===== src/rtl/game_sequencer.sv =====
// Game-flow controller: sequences menu, countdown, play, death and victory phases
// and tracks lives, level and per-level play time for the obstacle game.
module game_sequencer #(
    parameter int unsigned LIVES           = 3,
    parameter int unsigned NUM_LEVELS      = 3,
    parameter int unsigned COUNTDOWN_TICKS = 72,
    parameter int unsigned DEATH_TICKS     = 48,
    parameter int unsigned LEVEL_TICKS     = 1200
) (
    input  logic        clk,
    input  logic        reset_n,
    input  logic        tick,
    input  logic        start_btn,
    input  logic        collision,
    output logic [2:0]  state,
    output logic        menu_screen,
    output logic        victory_screen,
    output logic        player_death,
    output logic        run_en,
    output logic        jump_en,
    output logic        counter_clr,
    output logic [1:0]  lives,
    output logic [1:0]  level,
    output logic [10:0] game_time
);

    typedef enum logic [2:0] {
        ST_MENU      = 3'd0,
        ST_COUNTDOWN = 3'd1,
        ST_PLAY      = 3'd2,
        ST_DEATH     = 3'd3,
        ST_VICTORY   = 3'd4
    } state_t;

    localparam logic [7:0]  CD_LOAD    = 8'(COUNTDOWN_TICKS);
    localparam logic [7:0]  DT_LOAD    = 8'(DEATH_TICKS);
    localparam logic [10:0] TIME_LAST  = 11'(LEVEL_TICKS - 1);
    localparam logic [1:0]  LEVEL_LAST = 2'(NUM_LEVELS - 1);
    localparam logic [1:0]  LIVES_LOAD = 2'(LIVES);

    state_t      r_state, w_state_nxt;
    logic [7:0]  r_cd, w_cd_nxt;
    logic [7:0]  r_dt, w_dt_nxt;
    logic [1:0]  r_lives, w_lives_nxt;
    logic [1:0]  r_level, w_level_nxt;
    logic [10:0] r_time, w_time_nxt;
    logic        r_btn, r_btn_prev, r_armed;
    logic        w_start_rise;

    // r_armed stays low until the button is seen released after reset, so a
    // button held through reset cannot start a game when reset lifts.
    assign w_start_rise = r_btn & ~r_btn_prev & r_armed;

    always_comb begin
        w_state_nxt = r_state;
        w_cd_nxt    = r_cd;
        w_dt_nxt    = r_dt;
        w_lives_nxt = r_lives;
        w_level_nxt = r_level;
        w_time_nxt  = r_time;
        case (r_state)
            ST_MENU: begin
                if (w_start_rise) begin
                    w_lives_nxt = LIVES_LOAD;
                    w_level_nxt = '0;
                    w_time_nxt  = '0;
                    w_cd_nxt    = CD_LOAD;
                    w_state_nxt = ST_COUNTDOWN;
                end
            end
            ST_COUNTDOWN: begin
                if (tick) begin
                    w_cd_nxt = r_cd - 8'd1;
                    if (r_cd == 8'd1) w_state_nxt = ST_PLAY;
                end
            end
            ST_PLAY: begin
                if (collision) begin
                    w_lives_nxt = r_lives - 2'd1;
                    w_dt_nxt    = DT_LOAD;
                    w_state_nxt = ST_DEATH;
                end else if (tick) begin
                    if (r_time == TIME_LAST) begin
                        if (r_level == LEVEL_LAST) begin
                            w_state_nxt = ST_VICTORY;
                        end else begin
                            w_level_nxt = r_level + 2'd1;
                            w_time_nxt  = '0;
                            w_cd_nxt    = CD_LOAD;
                            w_state_nxt = ST_COUNTDOWN;
                        end
                    end else begin
                        w_time_nxt = r_time + 11'd1;
                    end
                end
            end
            ST_DEATH: begin
                if (tick) begin
                    w_dt_nxt = r_dt - 8'd1;
                    if (r_dt == 8'd1) begin
                        if (r_lives == 2'd0) begin
                            w_state_nxt = ST_MENU;
                        end else begin
                            w_time_nxt  = '0;
                            w_cd_nxt    = CD_LOAD;
                            w_state_nxt = ST_COUNTDOWN;
                        end
                    end
                end
            end
            ST_VICTORY: begin
                if (w_start_rise) w_state_nxt = ST_MENU;
            end
            default: w_state_nxt = ST_MENU;
        endcase
    end

    always_ff @(posedge clk) begin
        if (!reset_n) begin
            r_state        <= ST_MENU;
            r_cd           <= '0;
            r_dt           <= '0;
            r_lives        <= '0;
            r_level        <= '0;
            r_time         <= '0;
            r_btn          <= 1'b0;
            r_btn_prev     <= 1'b0;
            r_armed        <= 1'b0;
            menu_screen    <= 1'b1;
            victory_screen <= 1'b0;
            player_death   <= 1'b0;
            run_en         <= 1'b0;
            jump_en        <= 1'b0;
            counter_clr    <= 1'b0;
        end else begin
            r_state        <= w_state_nxt;
            r_cd           <= w_cd_nxt;
            r_dt           <= w_dt_nxt;
            r_lives        <= w_lives_nxt;
            r_level        <= w_level_nxt;
            r_time         <= w_time_nxt;
            r_btn          <= start_btn;
            r_btn_prev     <= r_btn;
            r_armed        <= r_armed | ~start_btn;
            // Flags decode the next state so they switch on the same edge as state.
            menu_screen    <= (w_state_nxt == ST_MENU);
            victory_screen <= (w_state_nxt == ST_VICTORY);
            player_death   <= (w_state_nxt == ST_DEATH);
            run_en         <= (w_state_nxt == ST_PLAY);
            jump_en        <= (w_state_nxt == ST_PLAY);
            counter_clr    <= (w_state_nxt == ST_COUNTDOWN) && (r_state != ST_COUNTDOWN);
        end
    end

    assign state     = r_state;
    assign lives     = r_lives;
    assign level     = r_level;
    assign game_time = r_time;

endmodule


===== config.mk =====
export PLATFORM = sky130hd
export DESIGN_NAME = game_sequencer
export DESIGN_NICKNAME = d
export VERILOG_FILES = /design/src/rtl/game_sequencer.sv
export SDC_FILE = /design/constraint.sdc
export NUM_CORES = 1
export LEC_CHECK = 0
export BUFFER_PORTS_ARGS = -buffer_cell sky130_fd_sc_hd__buf_2
export CAP_MARGIN = 25
export CORE_ASPECT_RATIO = 0.75
export CORE_MARGIN = 2
export CORE_UTILIZATION = 51
export DETAILED_ROUTE_END_ITERATION = 6
export MAX_ROUTING_LAYER = met4
export PLACE_DENSITY = 0.8
export SLEW_MARGIN = 20
export SYNTH_ARGS = -nofsm -noshare
export SYNTH_HDL_FRONTEND = slang
export SYNTH_SLANG_ARGS = --single-unit

===== constraint.sdc =====
create_clock -name clk -period 2.1 [get_ports clk]
set_clock_uncertainty 0.05 [all_clocks]
set_input_delay 0.42 -clock clk [delete_from_list [all_inputs] [get_ports clk]]
set_output_delay 0.42 -clock clk [all_outputs]
set_load 0.01 [all_outputs]

### Yosys cells after proc, flatten, opt, wreduce, memory -nomap -nowiden

Index checks and enable logic that the tools add are counted.

* register bits: 42
* output and inout port bits: 24

* add/sub/neg operators: 5
* equality and inequality tests: 24
* mux-type cells: 43
* bitwise logic cells: 5
* reduce and logical (&&, ||, !) cells: 13

Operators with widths (count)
* $mux W11: 8
* $mux W8: 11
* $pmux W11 S3: 1
* $pmux W8 S4: 1
* $mux W3: 10
* $ne A2 B2 Y1 const B: 10
* $eq A8 B1 Y1 const B: 2
* $pmux W8 S2: 1
* $sub A8 B1 Y8 const B: 2
* $pmux W3 S5: 1
* $mux W2: 7
* $eq A3 B2 Y1 const B: 4
* $add A11 B1 Y11 const B: 1
* $eq A11 B11 Y1 const B: 1
* $reduce_and A10 Y1: 1
* $pmux W2 S2: 2
* $reduce_and A8 Y1: 1
* $eq A3 B1 Y1 const B: 2
* $eq A3 B3 Y1 const B: 2
* $logic_not A3 Y1: 2
* $reduce_and A3 Y1: 2
* $reduce_and A6 Y1: 1
* $reduce_bool A2 Y1: 2
* $reduce_bool A4 Y1: 1
* 12 further kinds: 14

### Logic depth before layout (Yosys ltp)

Gate-level depths: netlist (run 1).

* word-level depth: 8
* depth in mapped cells: 8

### Least setup slack after synthesis (run 1)

Ideal clock, no wire load.

* path type: reg2reg
* from: register r_time[0] (netlist: game_time[0])
* to: register r_cd[5]
* arrival time: 2044 ps
* data required time: 1978 ps
* setup slack: -65 ps
* cell stages (with the launch flop): 8
* period minus slack after synthesis: 2165 ps
* cell sequence: dfxtp_1 ha_1 and4_1 a31oi_1 or3_1 buf_2 or4_1 a21oi_1

* longest elaborated chain between the ends: 3

Ends and longest elaborated chain
* start: declaration: line 46 `logic [10:0] r_time, w_time_nxt;`
* start signal: assignment: line 141 `r_time <= w_time_nxt;`
* $eq A11 B11 Y1: line 83 `if (r_time == TIME_LAST) begin`
* $ne A2 B2 Y1 (no source line)
* $reduce_and A10 Y1 (no source line)
* end signal: assignment: line 137 `r_cd <= w_cd_nxt;`
* end: declaration: line 42 `logic [7:0] r_cd, w_cd_nxt;`

No other way between the ends.
A chain may end at the register's enable or synchronous reset.

### Worst setup path in the final report (run 1)

* from: register r_time[1] (netlist: game_time[1])
* to: register r_cd[5]

Same word-level chain as after synthesis.

==> impl_summary.md, run 1 <==
Cells and area
The library cell used most frequently in the layout, excluding fill and tap cells, is buf_4. In the layout the commonest cells are buf_4 (47), dfxtp_1 (35), buf_2 (28). The synthesis-to-layout area growth is 32.88%. The finished cells cover 0.002958 mm².

The proportion of layout cells with a drive suffix above 1 is 36.64%. In the final design database the tool counted about 340 nets. The count of inserted antenna diode cells is 0. The filler-free cell count of the finished design is around 390.

Logic synthesis
The share of the synthesized netlist area taken by xor and xnor gates is between 2 and 3%. The number of warnings issued by yosys is 0. Sequential cells were found to cover 37.77% of the synthesized design area. The adder-cell area share of the yosys netlist is 3.935%. The share of the synthesized area in compound gates (AO/OA/AOI/OAI) is just under 20%. The netlist area before placement is ~0.0022 mm². The netlist uses 60 different library cells. The post-synthesis instance total is between 200 and 300. The synthesized-area fraction occupied by and/or/nand/nor cells is 29.34%.

The combinational family with the most area after synthesis is simple AND/OR/NAND/NOR gates. After synthesis, the share of cell area in mux cells is under 10%. Dividing the synthesized area by the synthesized cell count gives between 8 and 9 µm². Synthesis inferred 42 register bits. The top flip-flop cell by instance count after synthesis is dfxtp_1. The synthesized net count is ~270. Counting flops with an async set or reset pin after synthesis yields a share of 0%. The number of flops mapped to enable cells by yosys is 0.

Critical path
The worst register-to-register path begins at game_time[1]. The worst setup path is captured at a flop. The count of cells along the worst register-to-register path is 6. The required arrival time at the worst endpoint is ~2300 ps. The number of buffers and inverters on the critical path is 0.

The worst setup path is of the flop to flop kind. The biggest cell delay along the critical path is roughly 500 ps. The family of cells with the greatest summed delay on the critical path is simple AND/OR/NAND/NOR gates. Data on the critical path arrives at its endpoint at ~2300 ps. The top fanout value on the critical path is 4. The master of the slowest instance on the critical path is or4_4. The critical path launch point type is a flop. The endpoint of the worst register-to-register path is r_cd[5]. The slack of the worst reg-to-reg path is between 30 and 40 ps. Traced cell by cell, the critical path runs through ha_1 > and4_4 > a31oi_2 > or3_4 > or4_4 > a21oi_2.

Pwr
The cell-internal power is 0.001282 W. In this run, the combinational gates consume between 10% and 20% of the power. The total design power is ~0.0017 W.

IR analysis of the VDD net gives a maximum drop of ~370 µV. The clock network is responsible for between 30 and 40% of the overall power. The leakage power of the design is around 1.2 nW. The switching share of total power is 25.05%. Summed over all nets, the switching power comes to 0.0004284 W.

Per report_power, the sequential group accounts for 48.7% of the total. Dividing total power by cell area gives a power density of approximately 580 mW/mm².

Floorplan
The die is 80.29 µm wide. The die is roughly 61 µm tall. The count of standard-cell rows is 20.

The initial core utilization is a little over half. The area of the core region is 0.004129 mm². The total die area is about 0.0049 mm². The number of ports placed on the die boundary is 29.

Global route
The first global-routing pass estimated 9956 µm of wire. Entering global routing, the biggest net connects 17 pins. The via count of the first global-routing pass is around 2.1k.

The overall track demand over capacity in global routing is 27.34%. The number of antenna violations at the first check in global routing was 0. The total grt overflow is 0.

Job
The number of violations of the max-capacitance limit is 0.

STA
Setup slack on the critical path of the routed design comes to 31.84 ps. The setup-violating endpoint count in the final report is 0. Setup repair after global routing could not meet its margin everywhere. Of the available clock period, the critical path in the final layout requires 98.48%. The top achievable clock speed is slightly below 0.5 GHz. The relative slew slack is just over 60%. Counting I/O delays and the setup requirement, the final critical path takes a little over 2000 ps.

The count of final max-slew check failures was 0. The final number of hold-violating endpoints came to 0. The transition time at the pin with the least slew margin is roughly 580 ps. The setup TNS after final layout is 0 ps.

Detailed routing
The routed length per instance is about 17 µm. The routed wire length is 6409 µm. The detailed-router iteration count before antenna repair is 5.

Once detail routing completed, the nets flagged for antenna violations numbered 0. The number of vias after detailed routing is 2342. The DRC marker count from the first detailed-route iteration is 309. The number of remaining DRC errors is 0. Dividing the detail-routed via count by the number of cells gives a little over 6.

Clock network
The clock latency reported for the late side of the worst-skew pair is ~290 ps. The H-tree depth is 2. The cts-stage hold buffer count is 0. TritonCTS built the clock tree. The clock transition at the registers of the reported paths is ~80 ps. The clock tree root driver cell is clkbuf_8. The maximum root-to-sink buffer count is 2. Counting every sink on the clock net gives 42. The total clock buffers created by CTS is 5.

Min path
The worst hold path was traced through 2 stages. The worst min-delay path class is input pin to flop. The worst min-delay path startpoint is start_btn. The worst hold path terminates at r_armed.

Place
The post-DP HPWL is 4434 µm. Prior to clock tree synthesis, the placed netlist has a worst setup slack of -41.10 ps. The total of buffers placed on input and output ports is 28.

The placement-stage cell area is about 0.0027 mm². Routability-driven placement finished with a final weighted congestion of ~0.90. The number of placed instances with taps included is around 380.

Run status
The run finished with clean final reports.
how the worst max path moves through the flow:
stage	slack, ps	end	cells after the start	startpoint
floorplan	5	r_cd[5]	7	game_time[0]
global placement	50	r_cd[7]	6	tick
detailed placement	-40	r_cd[5]	7	r_dt[1]
CTS	5	r_cd[5]	6	level[0]
global route	-50	r_cd[1]	7	game_time[8]
finish	30	r_cd[5]	6	game_time[1]
worst reg2reg max path, cell delays in order, from the launching register on:
cell and delay, ps:
dfxtp_2 340, ha_1 180, and4_4 270, a31oi_2 110, or3_4 420, or4_4 490, a21oi_2 140
synth_stat cells (2+ instances only):
library cell	n	share of area (%)
a21o_1	2	0.67
a21oi_1	23	5.2
a31oi_1	2	0.56
and2_1	5	1.4
buf_2	4	0.90
clkbuf_1	6	1.0
dfxtp_1	42	38
ha_1	7	3.9
inv_1	13	2.2
mux2_2	2	1.0
mux2i_1	3	1.3
nand2_1	23	3.9
nand2b_1	2	0.56
nand3_1	9	2.0
nand3b_1	3	1.0
nand4_1	2	0.56
nor2_1	18	3.0
nor2b_1	3	0.84
nor3_1	12	2.7
nor3b_1	4	1.3
nor4_1	4	1.1
o21ai_0	12	2.7
o22ai_1	2	0.56
o31a_1	2	0.79
o31ai_1	3	1.0
o41ai_1	2	0.79
or2_2	3	0.84
or3_1	6	1.7
or4_1	6	2.0
xnor2_1	3	1.2
xor2_1	4	1.6
layout make-up:
| type | instances | area (µm²) |
|---|---|---|
| clock buffer | 5 | 68.82 |
| tap | 55 | 68.82 |
| fill | 312 | 1171 |
| sequential | 42 | 849.6 |
| multi-input combinational | 195 | 1389 |
| inverter | 13 | 48.80 |
| timing repair buffer | 75 | 493.0 |
| clock inverter | 3 | 40.04 |
state kept, by name, indices dropped and copies added (netlist names):
signal and flops:
counter_clr 1, game_time 11, jump_en 1, level 2, lives 2, menu_screen 1
player_death 1, r_armed 1, r_btn 1, r_btn_prev 1, r_cd 8, r_dt 8
state 3, victory_screen 1
layer usage:
metal / part of all wire (%) / track usage [%] / routed length [µm]
met1: 45 / 37.14 / 2885
met2: 46 / 40.48 / 2969
met3: 6.7 / 5.865 / 431
met4: 1.9 / 9.927 / 122
met5: 0 / - / 0
kinds of logic (layout without fill, tap and decap cells):
| kind of cell | count (synthesis) | count (layout) |
|---|---|---|
| AO/OA/AOI/OAI | 64 | 64 |
| multiplexers | 5 | 5 |
| buffers and inverters | 24 | 96 |
| AND/OR/NAND/NOR | 112 | 112 |
| adder cells (fa/ha/maj) | 7 | 7 |
| XOR/XNOR | 7 | 7 |
| flip-flops | 42 | 42 |
metrics by stage:
stage	util, %	hold slack, ps
after floorplan	-	375.5
after global placement	66.00	387.0
after detailed placement	66.00	396.5
after CTS	69.06	259.9
after global routing	71.64	274.6
final	71.64	266.0
timing repair:
action / in CTS / in global routing
gates resized for setup: 6 / 23
pin swaps: 2 / 4
setup endpoints to repair: 7 / 15
setup buffers: 0 / 2
power groups by stage:
stage	clock network [W]	logic [W]	registers, W
3_3_place_gp	0	0.000201	0.000847
4_1_cts	0.000636	0.000217	0.000829
5_1_grt	0.000679	0.000263	0.000835
6_report	0.000635	0.000243	0.000832
3_5_place_dp	0	0.000208	0.000848
2_1_floorplan	0	0.000119	0.000848
No activity file was read; power rests on OpenSTA's default activity.
==> run 2: changes to the inputs <==
Settings changed: SETUP_SLACK_MARGIN from default to 0.3.
==> run 2 against run 1 <==
Net effect:
- the flow now finishes with violations (design-rule violations)
- critical path depth fell by 2
- register-to-register slack improved by 20 ps
- wire length rose by 34%
- core utilization rose by 10 points
- critical path type unchanged
- critical endpoint is now state[0]
- largest cell class unchanged
==> impl_summary.md, run 2 (synthesis results as in run 1) <==
STA
In the final timing run, aggregate negative setup slack is 0 ps. The final number of hold-violating endpoints is 0. The clock period could shrink to roughly 2100 ps. Across all hold checks on the routed design, the worst slack comes to between 200 and 300 ps. At the pin with the least slew margin, the transition time is approximately 660 ps.

The count of final max-slew check failures is 0. Derived from the worst setup path, the maximum achievable clock frequency is 0.4878 GHz. The final period utilization is roughly 98%.

Setup repair after global routing could not meet its margin everywhere. The setup-violating endpoint count in the final report is 0. Headroom to the max-slew limit came out at a little under three fifths.

Clock network
The clock transition at the registers of the reported paths is around 80 ps. The clock latency reported for the late side of the worst-skew pair is about 310 ps. The CTS tree is built.

The cts-stage hold buffer count is 0. In this run, CTS created clock tree buffers numbering 5. The total clock sinks is 42. The maximum root-to-sink buffer count is 2. The clock tree root driver cell is clkbuf_8. The H-tree was split into 2 levels.

Critical path
STA puts the critical path data required time at roughly 2300 ps. In this run the worst path has a maximum fanout of 4. The critical path launch point type is a flop. The setup path with the least slack is of type flop to flop. The type of element capturing the critical path is a flop. Data on the critical path arrives at its endpoint at around 2200 ps. Counting cells, the worst reg-to-reg path comes to 4.

Global route
After global routing the overflow that remains totals 0. The via count of the first global-routing pass was 2228. The wire length of the first global-routing pass is 10650 µm. Global routing used between 20 and 30% of the available tracks. The number of antenna violations at the first check in global routing was 0. Entering global routing, the biggest net connects 17 pins.

Cells and area
After the last flow step, the layout net total stands at 356. The synthesis-to-layout area growth is 52.28%. Leaving out fill and tap cells, the most frequent cell in the layout is buf_4.

The register with the most flip-flops in the layout has 11 of them. Of the cells placed in the final design, the portion with a size suffix greater than 1 is a little under half. The number of antenna diodes in the final layout is 0.

The library cells used most frequently in the layout, excluding fill and tap cells, are buf_4 (46), dfxtp_1 (28), buf_2 (28). Cells fill just over 80% of the core in the end.

Run status
The final reports fail on design-rule violations. The flow ran to the end, but the final reports show violations.

Floorplan
The initial core utilization is 53.91%. The count of standard-cell rows is 20. The vertical die dimension is between 60 and 70 µm. The width of the chip is roughly 80 µm.

The total area inside the core boundary comes to around 0.0041 mm². In this run the count of I/O pins placed on the die edge is 29. The total die area is about 0.0049 mm².

Pwr
The total design power is about 0.0019 W. The worst-case IR drop observed on VDD is between 400 and 500 µV. The power per cell area is roughly 570 mW/mm². The leakage power of the design is ~1.4 nW.

Place
Port buffering added 28 buffers. After legalization and detailed placement, the total HPWL measured 4261 µm. Routability-driven placement finished with a final weighted congestion of between 0.9 and 1.

Detailed routing
The first routing iteration left around 370 violations. For this block, the via count after detailed routing is approximately 2.6k. The first detailed-routing pass took 7 iterations. The number of nets still failing antenna checks after routing is 0.

The routed length per instance is roughly 21 µm. The routed wire length is ~8600 µm. The number of remaining DRC errors is 13. After detailed routing, the number of vias per cell comes to 6.583.

Min path
The worst min-delay path class is input pin to flop. The depth of the worst hold-timing path is 2.

Job
The number of violations of the max-capacitance limit is 0.
run 2: changes by cell type in the layout (fill, tap and decap cells not counted), sizes merged:
cell,before,now
clkinv,2,1
bufinv,1,2
buf,75,87
run 2: repair_timing:
item,CTS,global route
endpoints found under the setup margin,28,33
gates resized for setup,24,51
cloned,0,1
buffers inserted,19,14
pin swaps,17,18
run 2: worst paths after layout:
| check | from | slack [ps] | to |
|---|---|---|---|
| hold / removal | start_btn | 250 | r_armed |
| setup reg to reg | r_cd[5] | 50 | state[0] |
| hold reg to reg | r_armed | 410 | r_armed |
| setup / recovery | r_cd[5] | 50 | state[0] |
run 2: worst max-delay path: stages, from the launching register on:
cell and delay, ps:
dfxtp_1 380, or4_4 500, or4_4 480, a211o_1 340, and2_1 190
run 2: power breakdown:
| group | leakage, nW | internal (W) | switching, W | total, W |
|---|---|---|---|---|
| clock network | 0.0683 | 0.000477 | 0.000312 | 0.000789 |
| registers | 0.349 | 0.000810 | 0.0000178 | 0.000827 |
| logic | 0.949 | 0.000150 | 0.000165 | 0.000315 |
| total | 1.37 | 0.00144 | 0.000495 | 0.00193 |
run 2: metrics by stage:
stage          worst slack, ps  instances  instance area (µm²)
6_report                 50.00        400                 3390
5_1_grt                 -9.681        400                 3390
4_1_cts                  99.52        385                 3062
3_5_place_dp             68.77        358                 2688
3_3_place_gp             94.73        358                 2688
2_1_floorplan            121.8        261                 2357
run 2: routing by layer:
metal / track usage [%] / part of all wire, % / up-vias
li1: - / - / 1122
met1: 38.45 / 39 / 1227
met2: 46.55 / 44 / 230
met3: 5.425 / 12 / 54
met4: 12.35 / 5.2 / 0
met5: - / 0 / -
run 2: layout make-up:
cell class,instances,area (µm²)
clock buffers,5,68.82
clock inverters,3,68.82
fillers,224,739.5
inverters,13,48.80
multi-input cells,195,1629
flip-flops and latches,42,873.3
well taps,55,68.82
repair buffers,87,631.9
==> run 3: changes to the inputs <==
Settings changed: RECOVER_POWER from default to 100.
==> run 3 against run 2 <==
Net effect:
- core utilization fell by 1.9 points
- the run still ends with design-rule violations left
- register-to-register slack got worse by 30 ps
- critical endpoint is now player_death
- worst hold slack got worse by 0.82 ps
- flip-flop and latch count did not move
- wire length rose by 0.72%
- critical path type unchanged
- global-route usage did not move
==> impl_summary.md, run 3 (synthesis results as in run 1) <==
Clock network
The total clock buffers created by CTS is 5. The H-tree generated during clock tree synthesis spans 2 levels. The total clock sinks is 42. The maximum root-to-sink buffer count is 2. The clock latency reported for the late side of the worst-skew pair is between 300 and 400 ps. The tree is rooted in a clkbuf_8.

In this run, post-CTS hold repair placed 0 buffers. TritonCTS built the clock tree. The clock transition at the registers of the reported paths is 90 ps.

Floorplan
The core region is ~0.0041 mm². In this run the vertical extent of the chip is about 60 µm. The initial core utilization is between 50 and 60%. The total die area is 0.004915 mm². 29 I/O pins were placed.

From left edge to right edge, the die measures between 80 and 90 µm. The initialized floorplan defines 20 standard-cell rows.

Run status
The final reports fail on design-rule violations. The run finished, with violations left.

Place
Before CTS, the worst setup slack after placement is 68.77 ps. The placer congestion estimate is 0.9114. Detailed placement finished with a half-perimeter wire length of roughly 4300 µm. Port buffering added 28 buffers.

Critical path
The type of element capturing the critical path is a flop. The endpoint of the worst register-to-register path is player_death. The source of the critical timing path is r_cd[5]. At the worst endpoint, the required time is about 2300 ps. The worst register-to-register path has a depth of 5. The worst setup path is launched from a flop. The destination of the critical timing path is player_death. Of all nets on the critical path, the largest fanout is 4. The startpoint identified for the worst register-to-register timing path is r_cd[5]. The start-to-end type of the worst setup path is flop to flop. The setup check on the worst reg-to-reg path leaves a slack of ~22 ps. The arrival time at the worst endpoint is approximately 2300 ps.

Global route
The total overflow left after global routing is 0. For this run, the total global-route usage over all layers was measured as between 20 and 30%. Entering global routing, the biggest net connects 17 pins. The via count of the first global-routing pass is around 2.2k. The number of antenna violations at the first check in global routing is 0.

The wire length of the first global-routing pass is about 11000 µm.

STA
Measured against its own limit, the worst slew margin works out to around half. The transition time at the pin with the least slew margin is about 740 ps. Setup slack on the critical path of the routed design comes to 21.55 ps. On the final layout, the worst hold slack is roughly 250 ps. The count of final max-slew check failures came to 0.

In the finished design, the share of the clock period the worst path needs comes to between 90% and 100%. The top achievable clock speed is ~0.48 GHz. The final number of hold-violating endpoints is 0. Setup violations remaining at the end of the flow were counted as 0. Counting I/O delays and the setup requirement, the final critical path takes roughly 2100 ps.

Setup repair after global routing could not meet its margin everywhere.

Detailed routing
The first routing iteration left about 430 violations. The number of remaining DRC errors is 2. The number of vias after detailed routing is 2640. The first detailed-routing pass took 7 iterations. After detailed routing, the average wire length per cell comes to approximately 22 µm. The detail-routed via count per cell is approximately 6.6. The count of nets left with antenna violations once routing finished came out at 0. The routed wire length is slightly below 9000 µm.

Min path
The min-delay analysis places its worst path in the category input pin to flop.

Cells and area
Leaving out fill and tap cells, the most frequent cells in the layout are buf_4 (41), dfxtp_1 (34), nand2_1 (22). The count of inserted antenna diode cells is 0. In the final layout, the share of cells above drive strength 1 is 40.29%.

The flip-flop count of the largest register after layout is 11. The synthesis-to-layout area growth is 48.79%. Leaving out fill and tap cells, the most frequent cell in the layout is buf_4. After the last flow step, the layout net total stands at approximately 360. The filler cells instantiated in the layout total 254.

Pwr
In this run the power density over the cells is slightly below 600 mW/mm². The highest ir drop seen on vdd is between 400 and 500 µV. Summed over all cells, the static leakage comes to 1.289 nW. Total power for the finished layout comes to 0.001929 W.

Job
The number of violations of the max-capacitance limit is 0.
==> run 3: cell types whose count changed in the layout (fill, tap and decap cells not counted), sizes merged <==
| cell | change |
|---|---|
| buf | -17 |
| clkbuf | +17 |
==> run 3: routing by layer <==
| metal | track usage (%) | vias up | wire length, µm | share of wire (%) |
|---|---|---|---|---|
| met5 | - | - | 0 | 0 |
| met4 | 12.35 | 0 | 452 | 5.2 |
| met3 | 5.425 | 66 | 1025 | 12 |
| met2 | 46.55 | 241 | 3772 | 44 |
| met1 | 38.45 | 1215 | 3396 | 39 |
| li1 | - | 1118 | - | - |
==> run 3: cell type report <==
cell class,instances,area (µm²),area share (%)
clock buffer,5,68.82,2.078
sequential,42,855.8,25.84
inverter,13,48.80,1.473
timing repair buffer,87,598.1,18.06
clock inverter,3,68.82,2.078
tap,55,68.82,2.078
multi-input combinational,195,1603,48.39
==> run 3: power by group <==
group | switching, W | leakage (nW) | internal (W)
clock | 0.000310 | 0.0683 | 0.000477
sequential | 0.0000173 | 0.345 | 0.000814
combinational | 0.000164 | 0.876 | 0.000147
==> run 3: how the worst min path moves through the flow <==
| stage | start | endpoint | slack [ps] | cells after the start |
|---|---|---|---|---|
| final | start_btn | r_armed | 250 | 2 |
| after CTS | start_btn | r_armed | 260 | 2 |
| after detailed placement | r_btn | r_btn_prev | 390 | 1 |
| after global placement | r_armed | r_armed | 390 | 2 |
| after global routing | start_btn | r_armed | 260 | 2 |
| after floorplan | r_armed | r_armed | 380 | 2 |
==> run 3: critical path, cell delays in order, from the launching register on <==
cell,delay [ps]
dfxtp_1,370
or4_4,500
or4_4,480
nor4b_4,260
o21ai_2,140
nor2b_1,210
==> run 3: per-stage QoR <==
step | area, µm² | util (%) | cells | TNS (ps)
floorplan | 2357 | - | 261 | 0
global placement | 2688 | 65.09 | 358 | 0
detailed placement | 2688 | 65.09 | 358 | 0
CTS | 3062 | 74.15 | 385 | 0
global route | 3312 | 80.21 | 400 | -206.0
finish | 3312 | 80.21 | 400 | 0
==> run 3: timing repair <==
action / CTS / global route
resized for setup: 24 / 51
buffers inserted: 19 / 14
pin swaps: 17 / 18
endpoints found under the setup margin: 28 / 33
cloned: 0 / 1
